### src/rtl/regfile_pkg.sv
// Shared constants and state encoding for the register-file writeback arbiter.
// Imported by the arbiter top and its interface.
package regfile_pkg;

  localparam int NUM_REGS = 32;
  localparam int ADDR_W   = 5;
  localparam int DATA_W   = 32;

  localparam logic [ADDR_W-1:0] REG_ZERO = '0;

  typedef enum logic {
    ST_INIT = 1'b0,
    ST_RUN  = 1'b1
  } state_t;

endpackage

### src/rtl/regfile_wb_arbiter_if.sv
// Writeback bus: two valid/ready requesters plus the register-file write port.
// master = writeback stage / register file side, slave = the arbiter.
interface regfile_wb_arbiter_if #(
  parameter int ADDR_W = regfile_pkg::ADDR_W,
  parameter int DATA_W = regfile_pkg::DATA_W
);

  logic              req0_valid;
  logic              req0_ready;
  logic [ADDR_W-1:0] req0_addr;
  logic [DATA_W-1:0] req0_data;

  logic              req1_valid;
  logic              req1_ready;
  logic [ADDR_W-1:0] req1_addr;
  logic [DATA_W-1:0] req1_data;

  logic              rf_write_en;
  logic [ADDR_W-1:0] rf_write_addr;
  logic [DATA_W-1:0] rf_write_data;
  logic              init_done;

  modport master (
    output req0_valid, req0_addr, req0_data,
    output req1_valid, req1_addr, req1_data,
    input  req0_ready, req1_ready,
    input  rf_write_en, rf_write_addr, rf_write_data, init_done
  );

  modport slave (
    input  req0_valid, req0_addr, req0_data,
    input  req1_valid, req1_addr, req1_data,
    output req0_ready, req1_ready,
    output rf_write_en, rf_write_addr, rf_write_data, init_done
  );

endinterface

### src/rtl/rr_arbiter2.sv
// Two-way round-robin grant. The pointer selects the winner on contention;
// the caller registers next_ptr.
module rr_arbiter2 (
  input  logic [1:0] req,
  input  logic       ptr,
  output logic [1:0] grant,
  output logic       next_ptr
);

  always_comb begin
    // NOTE: every always_comb output gets a default first so no latch is inferred.
    grant    = 2'b00;
    next_ptr = ptr;
    if (req[0] && (!req[1] || !ptr)) begin
      grant    = 2'b01;
      next_ptr = 1'b1;
    end else if (req[1]) begin
      grant    = 2'b10;
      next_ptr = 1'b0;
    end
  end

endmodule

### src/rtl/regfile_wb_arbiter.sv
// Owns the register-file write port: zeroes x1..x(NUM_REGS-1) after reset,
// then round-robins ALU (req0) and load (req1) writebacks onto the port.
module regfile_wb_arbiter
  import regfile_pkg::*;
#(
  parameter int NUM_REGS  = regfile_pkg::NUM_REGS,
  parameter int ADDR_W    = regfile_pkg::ADDR_W,
  parameter int DATA_W    = regfile_pkg::DATA_W,
  parameter bit INIT_ZERO = 1'b1
) (
  input  logic                 clk,
  input  logic                 rst_n,
  regfile_wb_arbiter_if.slave  bus
);

  localparam state_t            RESET_STATE = INIT_ZERO ? ST_INIT : ST_RUN;
  localparam logic [ADDR_W-1:0] LAST_REG    = ADDR_W'(NUM_REGS - 1);

  state_t            state_q, state_d;
  logic [ADDR_W-1:0] cnt_q;
  logic              ptr_q, ptr_d;
  logic              init_done_q;
  logic              wr_en_q, wr_en_d;
  logic [ADDR_W-1:0] wr_addr_q, wr_addr_d;
  logic [DATA_W-1:0] wr_data_q, wr_data_d;

  logic       run_active;
  logic       zero0, zero1;
  logic [1:0] arb_req, grant;

  // State register plus the datapath registers that follow it.
  always_ff @(posedge clk or negedge rst_n) begin
    if (!rst_n) begin
      state_q     <= RESET_STATE;
      cnt_q       <= ADDR_W'(1);
      ptr_q       <= 1'b0;
      init_done_q <= 1'b0;
      wr_en_q     <= 1'b0;
      wr_addr_q   <= '0;
      wr_data_q   <= '0;
    end else begin
      // NOTE: sequential state uses non-blocking assignments so all registers update together.
      state_q     <= state_d;
      ptr_q       <= ptr_d;
      init_done_q <= init_done_q | (state_q == ST_RUN);
      wr_en_q     <= wr_en_d;
      wr_addr_q   <= wr_addr_d;
      wr_data_q   <= wr_data_d;
      if (state_q == ST_INIT) cnt_q <= cnt_q + ADDR_W'(1);
    end
  end

  always_comb begin
    state_d = state_q;
    if (state_q == ST_INIT && cnt_q == LAST_REG) state_d = ST_RUN;
  end

  // Handshakes open only once init_done is visible, so no ready overlaps the sweep.
  assign run_active = (state_q == ST_RUN) && init_done_q;
  assign zero0      = (bus.req0_addr == ADDR_W'(REG_ZERO));
  assign zero1      = (bus.req1_addr == ADDR_W'(REG_ZERO));
  assign arb_req    = {run_active & bus.req1_valid & ~zero1,
                       run_active & bus.req0_valid & ~zero0};

  rr_arbiter2 u_arb (
    .req      (arb_req),
    .ptr      (ptr_q),
    .grant    (grant),
    .next_ptr (ptr_d)
  );

  always_comb begin
    bus.req0_ready = run_active & bus.req0_valid & (zero0 | grant[0]);
    bus.req1_ready = run_active & bus.req1_valid & (zero1 | grant[1]);
    wr_en_d   = 1'b0;
    wr_addr_d = wr_addr_q;
    wr_data_d = wr_data_q;
    if (state_q == ST_INIT) begin
      wr_en_d   = 1'b1;
      wr_addr_d = cnt_q;
      wr_data_d = '0;
    end else if (grant[0]) begin
      wr_en_d   = 1'b1;
      wr_addr_d = bus.req0_addr;
      wr_data_d = bus.req0_data;
    end else if (grant[1]) begin
      wr_en_d   = 1'b1;
      wr_addr_d = bus.req1_addr;
      wr_data_d = bus.req1_data;
    end
  end

  assign bus.rf_write_en   = wr_en_q;
  assign bus.rf_write_addr = wr_addr_q;
  assign bus.rf_write_data = wr_data_q;
  assign bus.init_done     = init_done_q;

endmodule

### src/flat_wrapper.sv
// flat-port wrapper written by rule: the top's interface ports become plain ports
module regfile_wb_arbiter_flat import regfile_pkg::*;
#(
  parameter int NUM_REGS  = regfile_pkg::NUM_REGS,
  parameter int ADDR_W    = regfile_pkg::ADDR_W,
  parameter int DATA_W    = regfile_pkg::DATA_W,
  parameter bit INIT_ZERO = 1'b1
)
  (clk, rst_n, bus_req0_valid, bus_req0_addr, bus_req0_data, bus_req1_valid, bus_req1_addr, bus_req1_data, bus_req0_ready, bus_req1_ready, bus_rf_write_en, bus_rf_write_addr, bus_rf_write_data, bus_init_done);
  regfile_wb_arbiter_if #(.ADDR_W(ADDR_W), .DATA_W(DATA_W)) bus_i ();
  input  logic clk;
  input  logic rst_n;
  input wire logic [$bits(bus_i.req0_valid)-1:0] bus_req0_valid;
  input wire logic [$bits(bus_i.req0_addr)-1:0] bus_req0_addr;
  input wire logic [$bits(bus_i.req0_data)-1:0] bus_req0_data;
  input wire logic [$bits(bus_i.req1_valid)-1:0] bus_req1_valid;
  input wire logic [$bits(bus_i.req1_addr)-1:0] bus_req1_addr;
  input wire logic [$bits(bus_i.req1_data)-1:0] bus_req1_data;
  output wire logic [$bits(bus_i.req0_ready)-1:0] bus_req0_ready;
  output wire logic [$bits(bus_i.req1_ready)-1:0] bus_req1_ready;
  output wire logic [$bits(bus_i.rf_write_en)-1:0] bus_rf_write_en;
  output wire logic [$bits(bus_i.rf_write_addr)-1:0] bus_rf_write_addr;
  output wire logic [$bits(bus_i.rf_write_data)-1:0] bus_rf_write_data;
  output wire logic [$bits(bus_i.init_done)-1:0] bus_init_done;
  assign bus_i.req0_valid = bus_req0_valid;
  assign bus_i.req0_addr = bus_req0_addr;
  assign bus_i.req0_data = bus_req0_data;
  assign bus_i.req1_valid = bus_req1_valid;
  assign bus_i.req1_addr = bus_req1_addr;
  assign bus_i.req1_data = bus_req1_data;
  assign bus_req0_ready = bus_i.req0_ready;
  assign bus_req1_ready = bus_i.req1_ready;
  assign bus_rf_write_en = bus_i.rf_write_en;
  assign bus_rf_write_addr = bus_i.rf_write_addr;
  assign bus_rf_write_data = bus_i.rf_write_data;
  assign bus_init_done = bus_i.init_done;
  regfile_wb_arbiter #(.NUM_REGS(NUM_REGS), .ADDR_W(ADDR_W), .DATA_W(DATA_W), .INIT_ZERO(INIT_ZERO)) u_core (.clk(clk), .rst_n(rst_n), .bus(bus_i));
endmodule
### config.mk
export PLATFORM = sky130hd
export DESIGN_NAME = regfile_wb_arbiter_flat
export DESIGN_NICKNAME = d
export VERILOG_FILES = /design/src/rtl/regfile_pkg.sv /design/src/rtl/regfile_wb_arbiter_if.sv /design/src/rtl/rr_arbiter2.sv /design/src/rtl/regfile_wb_arbiter.sv /design/src/flat_wrapper.sv
export SDC_FILE = /design/constraint.sdc
export NUM_CORES = 1
export LEC_CHECK = 0
export BUFFER_PORTS_ARGS = -buffer_cell sky130_fd_sc_hd__buf_2
export CORE_ASPECT_RATIO = 0.7
export CORE_MARGIN = 3
export CORE_UTILIZATION = 44
export CTS_BUF_LIST = sky130_fd_sc_hd__clkbuf_8
export CTS_CLUSTER_DIAMETER = 120
export DETAILED_ROUTE_END_ITERATION = 16
export PLACE_DENSITY_LB_ADDON = 0.15
export SETUP_SLACK_MARGIN = 0.15
export SKIP_CTS_REPAIR_TIMING = 1
export SLEW_MARGIN = 10
export SYNTH_ARGS = -nofsm -noshare
export SYNTH_HDL_FRONTEND = slang
export SYNTH_SLANG_ARGS = --single-unit
### constraint.sdc
create_clock -name clk -period 4.2 [get_ports clk]
set_input_delay 0.84 -clock clk [delete_from_list [all_inputs] [get_ports clk]]
set_output_delay 0.84 -clock clk [all_outputs]
set_load 0.005 [all_outputs]
==> impl_metrics.json <==
{
  "outcome": "finished, final reports clean",
  "grt_max_degree": 61,
  "grt_pass1_vias": 1875,
  "clock_path_buffers": 2,
  "crit_family": "buffers and inverters",
  "postLayoutCellArea_mm2": 0.00295,
  "grt_setup_unrepaired": "false",
  "fin_crit_ps": 2880,
  "syn-num-nets": 293,
  "die_h_um": 66.0,
  "synth-simple-area-share_pct": 12.2,
  "rows": 21,
  "grt_overflow": 0,
  "ys_seq_elements": 46,
  "die_x_um": 91.7,
  "synth.yosys.seq_area_share_pct": 50.9,
  "syn_inst": 213,
  "critPathKind": "flip-flop to output port",
  "drtPass1Iterations": 4,
  "vias_per_cell": 4.88,
  "whs_ps": 482,
  "drtIter0Drc": 85,
  "finalCritPeriodShare_pct": 68.5,
  "gp_congestion": 0.789,
  "clkTransAtPathRegs_ps": 80,
  "fin_cells": 393,
  "cts_root_buf": "clkbuf_8",
  "antenna_found_initial": 0,
  "final_cell_mix": "buf_2, dfrtp_1, nand3_1",
  "dp_worst_setup_slack_ps": 1390,
  "final_common_cell": "buf_2",
  "p_leak_nw": 1.54,
  "slowest_delay_ps": 440,
  "die_area_mm2": 0.00605,
  "ir_drop_mv": 0.164,
  "avgSynthCellArea_um2": 10.6,
  "synth_area_mm2": 0.00226,
  "power_density_mw_per_mm2": 337,
  "cts_made_buffers": 5,
  "synthMuxAreaShare_pct": 16.9,
  "grt_pass1_wl_um": 8760,
  "cp_cell_sequence": "buf_4, nand3_1, a21o_1, a21oi_2, a21oi_1, buf_2",
  "fin_setup_tns_ps": 0,
  "min_path_type": "flip-flop to flip-flop",
  "placed_cells": 385,
  "setup_ws_ps": 1320,
  "start_kind": "flip-flop",
  "cp-end-kind": "output port",
  "cts_tree": "done",
  "arrival_ps": 2040,
  "final.setup_skew_ps": 1.91,
  "nNetsFinal": 403,
  "fmax_ghz": 0.347,
  "h-tree-depth": 2,
  "vias": 1919,
  "diodes": 0,
  "path_buf_inv": 2,
  "syn_to_final_growth_pct": 30.5,
  "initial_core_util_pct": 46.6,
  "fillers": 451,
  "synthAdderAreaFrac_pct": 1.11,
  "critical_path_required_ps": 3360,
  "synth_compound_area_share_pct": 12.2,
  "grt_usage_pct": 18.1,
  "io_buffers": 118,
  "crit_path_top_delay_cell": "buf_4",
  "slew_headroom_pct": 34.3,
  "wl_um": 5250,
  "ant_nets": 0,
  "ios": 119,
  "slew_violations": 0,
  "hold_viol": 0,
  "synth_top_family_by_area": "multiplexers",
  "worstSkewPairLatency_ps": 290,
  "ys_warn_count": 0,
  "yosysUniqueCellTypes": 28,
  "maxCapViolCount": 0,
  "place_area_mm2": 0.00286,
  "core_area_mm2": 0.00486,
  "tightestPinTransition_ps": 985,
  "dp_hpwl_um": 3860,
  "drive_gt1_share_pct": 42.6,
  "synth_xor_area_share_pct": 1.16,
  "setup_viol_count_final": 0,
  "clock-sinks": 46,
  "worstPathMaxFanout": 50,
  "drc": 0,
  "wl_per_cell_um": 13.4
}
==> metrics by stage <==
step                total power [W]  util [%]
floorplan                  0.000631         -
finish                     0.000995      60.8
detailed placement         0.000738      58.9
global route                0.00106      60.8
CTS                         0.00101      60.8
global placement           0.000734      58.9
==> registers in the layout, indices dropped and copies added, names as in the netlist <==
| name | flops |
|---|---|
| u_core.cnt_q | 5 |
| u_core.bus.init_done | 1 |
| u_core.state_q | 1 |
| u_core.bus.rf_write_data | 32 |
| u_core.bus.rf_write_en | 1 |
| u_core.ptr_q | 1 |
| u_core.bus.rf_write_addr | 5 |
==> synth_stat cells <==
cell       n  area [um2]
ha_1       2        25.0
a21oi_1    3        15.0
or2_2      3        18.8
mux2_2     2        22.5
inv_1      6        22.5
buf_6      4        45.0
a221oi_1   1        8.76
dfrtp_1   45        1130
a21o_1     2        15.0
nor4_4     1        21.3
mux2i_1   36         360
nand2b_1   1        6.26
o21ai_1   31         155
nand3_1   38         190
o221ai_1   3        26.3
buf_2      6        30.0
nor2_1     3        11.3
a21oi_2    2        17.5
nand2_1    3        11.3
o22ai_1    1        6.26
nor2b_1    1        6.26
dfstp_2    1        26.3
nor3_1     1        5.00
xnor2_1    3        26.3
and3_1     1        6.26
a31oi_1    2        12.5
clkbuf_1   7        26.3
o21ai_0    4        20.0
==> metal layers <==
layer | up-vias | routed length [um] | global-route usage, %
met3 | 2 | 390 | 5.69
met1 | 869 | 2540 | 25.4
li1 | 984 | - | -
met4 | 0 | 25 | 3.33
met5 | - | 0 | 0
met2 | 64 | 2300 | 27.8
==> logic make-up after synthesis <==
| kind of cell | after synthesis |
|---|---|
| simple gates | 52 |
| mux | 38 |
| xor+xnor | 3 |
| buf+inv | 23 |
| fa+ha+maj | 2 |
| compound gates | 49 |
| flops | 46 |
==> path summary, 6_finish.rpt <==
check | start | endpoint | slack (ps) | cells after the start
setup / recovery | u_core.state_q$_DFFE_PN0P_ | bus_req1_ready | 1320 | 6
hold / removal | u_core.cnt_q[2]$_DFFE_PN0N_ | u_core.cnt_q[2]$_DFFE_PN0N_ | 480 | 1
setup reg to reg | u_core.state_q$_DFFE_PN0P_ | u_core.bus.rf_write_addr[0]$_DFFE_PN0P_ | 1720 | 6
hold reg to reg | u_core.cnt_q[2]$_DFFE_PN0N_ | u_core.cnt_q[2]$_DFFE_PN0N_ | 480 | 1
max in group asynchronous | rst_n | u_core.bus.rf_write_addr[4]$_DFFE_PN0P_ | 2880 | 1
min in group asynchronous | rst_n | u_core.bus.rf_write_en$_DFF_PN0_ | 700 | 1
==> power by group <==
part           total (W)  switching, W  internal (W)
logic           0.000210      0.000103      0.000107
registers       0.000515     0.0000262      0.000489
clock network   0.000270      0.000140      0.000130
==> worst register-to-register path: cells and delay by family (launching register included) <==
kind	cells	cell delay (ps)
AO/OA/AOI/OAI	4	1310
buffers and inverters	1	440
flip-flops	1	370
AND/OR/NAND/NOR	1	230
==> layout make-up <==
| class | instances | area [um2] | area share, % |
|---|---|---|---|
| repair buffers | 120 | 606 | 20.5 |
| well taps | 69 | 86.3 | 2.92 |
| clock inverters | 2 | 8.76 | 0.296 |
| clock buffers | 6 | 82.6 | 2.80 |
| inverters | 6 | 22.5 | 0.762 |
| multi-input cells | 144 | 996 | 33.7 |
| flip-flops and latches | 46 | 1150 | 39.0 |
Power figures use the tool's default switching activity.
